$ cat src/rtl/wishbone_master_arbiter.sv
// wishbone_master_arbiter
//
// Shares one wishbone bus between two masters: m0 (host path behind the UART
// handler) and m1 (local DMA / self-test master). Ownership is granted for a
// whole bus cycle (cyc held high) and alternates round-robin on contention.
// A stall watchdog ends a cycle that never gets acked, so a dead slave cannot
// lock the bus.
//
// Ports
//   clk, rst                 clock, asynchronous active-high reset
//   m0_* / m1_*  (inputs)    we, cyc, stb, adr, dat from each master
//   m0_* / m1_*  (outputs)   dat (read data), ack, int (copy of s_int_i)
//   s_we_o, s_cyc_o, s_stb_o, s_adr_o, s_dat_o   muxed request to interconnect
//   s_dat_i, s_ack_i, s_int_i                     response from interconnect
//   grant_o                  one-hot owner {m1,m0}; 00 when idle
//   timeout_o                one-cycle pulse when the watchdog fires
module wishbone_master_arbiter #(
    parameter int ADDR_WIDTH     = 32,
    parameter int DATA_WIDTH     = 32,
    parameter int TIMEOUT_CYCLES = 255
) (
    input  logic                  clk,
    input  logic                  rst,

    input  logic                  m0_we_i,
    input  logic                  m0_cyc_i,
    input  logic                  m0_stb_i,
    input  logic [ADDR_WIDTH-1:0] m0_adr_i,
    input  logic [DATA_WIDTH-1:0] m0_dat_i,
    output logic [DATA_WIDTH-1:0] m0_dat_o,
    output logic                  m0_ack_o,
    output logic                  m0_int_o,

    input  logic                  m1_we_i,
    input  logic                  m1_cyc_i,
    input  logic                  m1_stb_i,
    input  logic [ADDR_WIDTH-1:0] m1_adr_i,
    input  logic [DATA_WIDTH-1:0] m1_dat_i,
    output logic [DATA_WIDTH-1:0] m1_dat_o,
    output logic                  m1_ack_o,
    output logic                  m1_int_o,

    output logic                  s_we_o,
    output logic                  s_cyc_o,
    output logic                  s_stb_o,
    output logic [ADDR_WIDTH-1:0] s_adr_o,
    output logic [DATA_WIDTH-1:0] s_dat_o,
    input  logic [DATA_WIDTH-1:0] s_dat_i,
    input  logic                  s_ack_i,
    input  logic                  s_int_i,

    output logic [1:0]            grant_o,
    output logic                  timeout_o
);

    typedef enum logic [1:0] {
        IDLE  = 2'd0,
        OWN0  = 2'd1,
        OWN1  = 2'd2,
        DRAIN = 2'd3
    } state_t;

    // Watchdog fires on the TIMEOUT_CYCLES-th stalled strobe cycle, i.e. when
    // the counter already holds TIMEOUT_CYCLES-1 and this cycle is stalled too.
    localparam logic        WD_EN   = (TIMEOUT_CYCLES != 0);
    localparam logic [15:0] WD_LAST = (TIMEOUT_CYCLES > 0) ? 16'(TIMEOUT_CYCLES - 1) : 16'd0;

    state_t      state, state_nxt;
    logic        last_owner, last_owner_nxt;    // 0 = m0, 1 = m1
    logic        drain_owner, drain_owner_nxt;  // master being drained after a timeout
    logic [15:0] wd_cnt, wd_cnt_nxt;

    logic                  cur;
    logic                  own;
    logic                  cur_we, cur_cyc, cur_stb;
    logic [ADDR_WIDTH-1:0] cur_adr;
    logic [DATA_WIDTH-1:0] cur_dat;
    logic                  wd_fire;

    assign m0_int_o = s_int_i;
    assign m1_int_o = s_int_i;

    assign own     = (state == OWN0) || (state == OWN1);
    assign cur     = (state == OWN1);
    assign cur_we  = cur ? m1_we_i  : m0_we_i;
    assign cur_cyc = cur ? m1_cyc_i : m0_cyc_i;
    assign cur_stb = cur ? m1_stb_i : m0_stb_i;
    assign cur_adr = cur ? m1_adr_i : m0_adr_i;
    assign cur_dat = cur ? m1_dat_i : m0_dat_i;

    assign wd_fire = WD_EN && own && cur_stb && !s_ack_i && (wd_cnt == WD_LAST);

    always_ff @(posedge clk or posedge rst) begin
        if (rst) begin
            state       <= IDLE;
            last_owner  <= 1'b1;   // m0 wins the first tie after reset
            drain_owner <= 1'b0;
            wd_cnt      <= 16'd0;
        end else begin
            state       <= state_nxt;
            last_owner  <= last_owner_nxt;
            drain_owner <= drain_owner_nxt;
            wd_cnt      <= wd_cnt_nxt;
        end
    end

    always_comb begin
        state_nxt       = state;
        last_owner_nxt  = last_owner;
        drain_owner_nxt = drain_owner;
        wd_cnt_nxt      = 16'd0;

        s_we_o    = 1'b0;
        s_cyc_o   = 1'b0;
        s_stb_o   = 1'b0;
        s_adr_o   = '0;
        s_dat_o   = '0;
        m0_ack_o  = 1'b0;
        m1_ack_o  = 1'b0;
        m0_dat_o  = '0;
        m1_dat_o  = '0;
        grant_o   = 2'b00;
        timeout_o = 1'b0;

        case (state)
            IDLE: begin
                // s_ack_i is ignored here; nothing is forwarded.
                if (m0_cyc_i && m1_cyc_i) begin
                    state_nxt = last_owner ? OWN0 : OWN1;
                end else if (m0_cyc_i) begin
                    state_nxt = OWN0;
                end else if (m1_cyc_i) begin
                    state_nxt = OWN1;
                end
            end

            OWN0, OWN1: begin
                grant_o = cur ? 2'b10 : 2'b01;
                if (wd_fire) begin
                    // Terminate the stalled cycle towards the master with an
                    // all-ones ack and take the bus away from the slave.
                    timeout_o       = 1'b1;
                    state_nxt       = DRAIN;
                    drain_owner_nxt = cur;
                    if (cur) begin
                        m1_ack_o = 1'b1;
                        m1_dat_o = '1;
                    end else begin
                        m0_ack_o = 1'b1;
                        m0_dat_o = '1;
                    end
                end else begin
                    s_we_o  = cur_we;
                    s_cyc_o = cur_cyc;
                    s_stb_o = cur_stb;
                    s_adr_o = cur_adr;
                    s_dat_o = cur_dat;
                    if (cur) begin
                        m1_ack_o = s_ack_i;
                        m1_dat_o = s_dat_i;
                    end else begin
                        m0_ack_o = s_ack_i;
                        m0_dat_o = s_dat_i;
                    end
                    if (cur_stb && !s_ack_i) begin
                        wd_cnt_nxt = (wd_cnt == 16'hFFFF) ? wd_cnt : wd_cnt + 16'd1;
                    end
                    // An ack in the same cycle as cyc falling is still
                    // forwarded above; the release follows on the next edge.
                    if (!cur_cyc) begin
                        state_nxt      = IDLE;
                        last_owner_nxt = cur;
                    end
                end
            end

            DRAIN: begin
                // Bus is quiet; late acks are dropped until the master lets go.
                grant_o = drain_owner ? 2'b10 : 2'b01;
                if (!(drain_owner ? m1_cyc_i : m0_cyc_i)) begin
                    state_nxt      = IDLE;
                    last_owner_nxt = drain_owner;
                end
            end

            default: state_nxt = IDLE;
        endcase
    end

endmodule

$ cat config.mk
export PLATFORM = sky130hd
export DESIGN_NAME = wishbone_master_arbiter
export DESIGN_NICKNAME = d
export VERILOG_FILES = /design/src/rtl/wishbone_master_arbiter.sv
export SDC_FILE = /design/constraint.sdc
export NUM_CORES = 1
export LEC_CHECK = 0
export ABC_AREA = 1
export CORE_AREA = 3 3 119 121
export CTS_CLUSTER_SIZE = 24
export DETAILED_ROUTE_END_ITERATION = 8
export DIE_AREA = 0 0 122 124
export PLACE_DENSITY = 0.63
export SYNTH_ARGS = -nofsm -noshare
export SYNTH_HDL_FRONTEND = slang
export SYNTH_SLANG_ARGS = --single-unit
$ cat constraint.sdc
create_clock -name clk -period 6.35 [get_ports clk]
set_clock_uncertainty 0.15 [all_clocks]
set_input_delay 0.9525 -clock clk [delete_from_list [all_inputs] [get_ports clk]]
set_output_delay 0.9525 -clock clk [all_outputs]
set_load 0.05 [all_outputs]
Word level (Yosys, flattened, before mapping):

Index checks and enable logic that the tools add are counted.

* input port bits: 170
* output and inout bits: 138
* logic and storage cells: 82
* bits in registers: 20

* eq/ne operators: 11
* $add $sub $neg: 1
* reductions and logical operators: 13
* multiplexer cells: 53

Operators with widths (count)
* $mux 32: 14
* $mux 16: 4
* $mux 1: 23
* $mux 2: 9
* $add 16x1->16 const B: 1
* $eq 16x16->1 const B: 1
* $eq 16x8->1 const B: 1
* $ne 4x4->1 const B: 2
* $ne 2x2->1 const B: 3
* $pmux 2 s3: 1
* $logic_and 1x1->1: 5
* $eq 2x2->1 const B: 2
* $pmux 2 s2: 1
* $reduce_and 4->1: 1
* $ne 3x3->1 const B: 1
* $reduce_and 3->1: 1
* $eq 2x1->1 const B: 1
* $logic_not 2->1: 1
* $pmux 1 s2: 1
* $reduce_and 2->1: 1
* $reduce_bool 2->1: 1
* $reduce_or 2->1: 1
* $logic_not 1->1: 1
* $logic_or 1x1->1: 1

Longest topological paths before layout:

* word-level depth: 7
* depth in mapped cells: 11
* gate-level depth less buffers: 11

Worst setup path after synthesis:

Ideal clock, no wire load.

* path type: input to output
* start: input m1_stb_i
* end: output m0_dat_o[10]
* stages on the path: 5
* data arrival time: 2361 ps
* buffers on the path: 1
* data required time: 5247 ps
* setup slack: 2886 ps
* path through: nand3_1 a21oi_2 nand2_4 buf_2 a21oi_1

* longest elaborated chain between the ends: 6

Ends and longest elaborated chain
* start, declared: RTL line 36 `input logic m1_stb_i,`
* $mux 1: RTL line 87 `assign cur_stb = cur ? m1_stb_i : m0_stb_i;`
* $logic_and 1x1->1 (3 in series): RTL line 91 `assign wd_fire = WD_EN && own && cur_stb && !s_ack_i && (wd_cnt == WD_LAST);`
* $mux 32: RTL line 139 `if (wd_fire) begin`
* $mux 32: RTL line 125 `case (state)`
* end, declared: RTL line 30 `output logic [DATA_WIDTH-1:0] m0_dat_o,`

No other way between the ends.

Worst setup path in the final report:

* start: input m0_stb_i
* end: output s_dat_o[24]

* longest elaborated chain between the ends: 6

Ends and longest elaborated chain
* start, declared: RTL line 27 `input logic m0_stb_i,`
* $mux 1: RTL line 87
* $logic_and 1x1->1 (3 in series): RTL line 91
* $mux 32: RTL line 139
* $mux 32: RTL line 125
* end, declared: RTL line 47 `output logic [DATA_WIDTH-1:0] s_dat_o,`

No other way between the ends.

==> summary.txt <==
H-tree Lvls - 1
Status - complete, no violations
GR Util All Layers - 21.8%
Max VDD drop - 0.364 mV
Post-CTS Hold Buffers - 0
DP HPWL - 14.8 mm
Core area - 13,200 um^2
Synth warn - 0
CP Data Arrival Time - 4.20 ns
Post-CTS resize count - 0
Post-place setup slack - 1.12 ns
IO Pins - 308
Net Count, Synth - 717
# fillers - 1,394
Leading cell type in the layout, fill and taps excluded - clkdlybuf4s50_1
Die width - 122 um
Critical path class - primary input to output port
Drt wl/cell - 18.3 um
Power per cell area - 608 nW/um^2
Post-placement cell count - 989
CTS clk-pin slew, worst paths - 0.06 ns
N_diodes - 0
Max clock buf depth - 2
Cell Rows - 42
Detailed Route Iter0 Violations - 234
Vias in the first global route - 4,350
Clk_lat worst skew - 0.26 ns
RSZ-0062 raised after global routing - false
Layout area overhead - 111%
Fin. Hold Viols - 0
Total CTS buffers - 3
Distinct cells, synth - 26
Clock Sinks - 20
WL final - 18.1 mm
Hold WS - 0.316 ns
Synthesized flop and latch total - 20
Startpoint types - primary input
Initial antenna violation count - 0
Area after DPL - 5960 um^2
Reg2reg setup slack - 3.74 ns
Setup crit end kind - output port
Root Driver - clkbuf_16
Tmin final - 5.30 ns
Critical Path RT - 5.25 ns
CTS tree - yes
Hold WC Path Type - register to register
Total power - 3.68 mW
Largest net degree at the start of global routing - 73
Post-layout instance area - 6060 um^2
Mapped Cells - 542
Setup TNS - 0 ns
Layout Cells excl Fill - 993
ANT nets after route - 0
Die ar. - 15,100 um^2
Max FO, Critical Path - 72
Buffers added on ports - 304
Final Util - 46.0%
Overflow after GRT - 0
# nets final - 993
Share of layout cells above drive strength 1 - 3.30%
Postcts setup bufs - 0
Post-synthesis sequential area ratio - 17.5%
Routed vias/inst - 4.61
Max_slew headroom - 27.8%
Max-slew violations - 0
Remaining DRCs - 0
Die height - 124 um
GP Congestion - 0.912
F_max - 189 MHz
Most frequent cells in the layout - 304 x clkdlybuf4s50_1, 187 x nand2_1, 139 x a21oi_1
Least-Margin Pin Slew - 1.08 ns
PnR worst setup slack - 1.05 ns
Pleak - 2.46 nW
Synthesized area - 2870 um^2
Initial core utilization - 21.8%
TritonRoute pass-1 iters - 4
First-pass GRT wire length - 25.3 mm
Final worst path period share - 83.4%
# Max-Cap Violations - 0
Final setup violation count - 0
DR vias - 4,582
Synth Area per Inst - 5.29 um^2
## cells by family (layout without fill, tap and decap cells)
family	count (synthesis)	count (layout)	synth area share (%)
flops	20	20	17.5
compound gates	155	155	27.3
buf+inv	103	378	15.8
simple gates	259	259	37.3
fa+ha+maj	5	5	2.18
## final timing paths
check                                          end                    from  cells past startpoint
max                                    s_dat_o[24]                m0_stb_i                      8
min                         last_owner$_DFFE_PP1P_  last_owner$_DFFE_PP1P_                      2
max reg2reg                   state[0]$_DFFE_PP0P_    state[0]$_DFFE_PP0P_                      9
min reg2reg                 last_owner$_DFFE_PP1P_  last_owner$_DFFE_PP1P_                      2
max in group asynchronous    wd_cnt[8]$_DFFE_PP0P_                     rst                      2
min in group asynchronous  drain_owner$_DFFE_PP0P_                     rst                      2
## report_power, final
| part | switching [mW] | leakage [nW] | internal [mW] | total (mW) |
|---|---|---|---|---|
| clock | 0.0516 | 0.0511 | 0.125 | 0.177 |
| sequential | 0.0134 | 0.273 | 0.140 | 0.154 |
| combinational | 2.35 | 2.14 | 0.999 | 3.35 |
## area by class of cell
class	instances	area, um^2	share of cell area, %
tap	176	220	3.63
clock buffer	3	75.1	1.24
multi-input combinational	419	1910	31.6
sequential	20	502	8.28
clock inverter	1	30.0	0.495
timing repair buffer	308	3070	50.7
inverter	66	248	4.09
## sequential cells by signal (all words and copies together) (netlist names)
name	flops
last_owner	1
wd_cnt	16
state	2
drain_owner	1
## cell usage after synthesis
cell type | number | share of area [%]
nand2_1 | 187 | 24
a21oi_1 | 139 | 24
inv_1 | 58 | 7.6
nand3_1 | 29 | 5.1
buf_2 | 23 | 4.0
nor2_1 | 23 | 3.0
dfrtp_1 | 19 | 17
o21ai_0 | 12 | 2.1
clkbuf_1 | 8 | 1.0
inv_2 | 8 | 1.0
nor3_1 | 6 | 1.0
ha_1 | 5 | 2.2
buf_6 | 4 | 1.6
nand4_1 | 4 | 0.87
and3_1 | 2 | 0.44
buf_4 | 2 | 0.52
nor2_2 | 2 | 0.44
nor2_4 | 2 | 0.78
o22ai_1 | 2 | 0.44
a21oi_2 | 1 | 0.31
dfstp_2 | 1 | 0.92
nand2_4 | 1 | 0.39
nand3_2 | 1 | 0.35
nor4_1 | 1 | 0.22
o21ai_1 | 1 | 0.17
or2_2 | 1 | 0.22
## worst max-delay path, stage by stage
cell,delay [ns]
clkdlybuf4s50_1,0.50
nand3_1,0.13
a21oi_2,0.32
nand2_4,0.44
inv_2,0.62
buf_4,0.38
a21oi_1,0.08
clkdlybuf4s50_1,0.72
## routing by layer
metal  wire length [um]  track usage, %
met5                  0               0
met2               8190            34.8
met4                993            11.3
met3               2070            8.67
met1               6880            25.3
(Power assumes the default switching activity.)
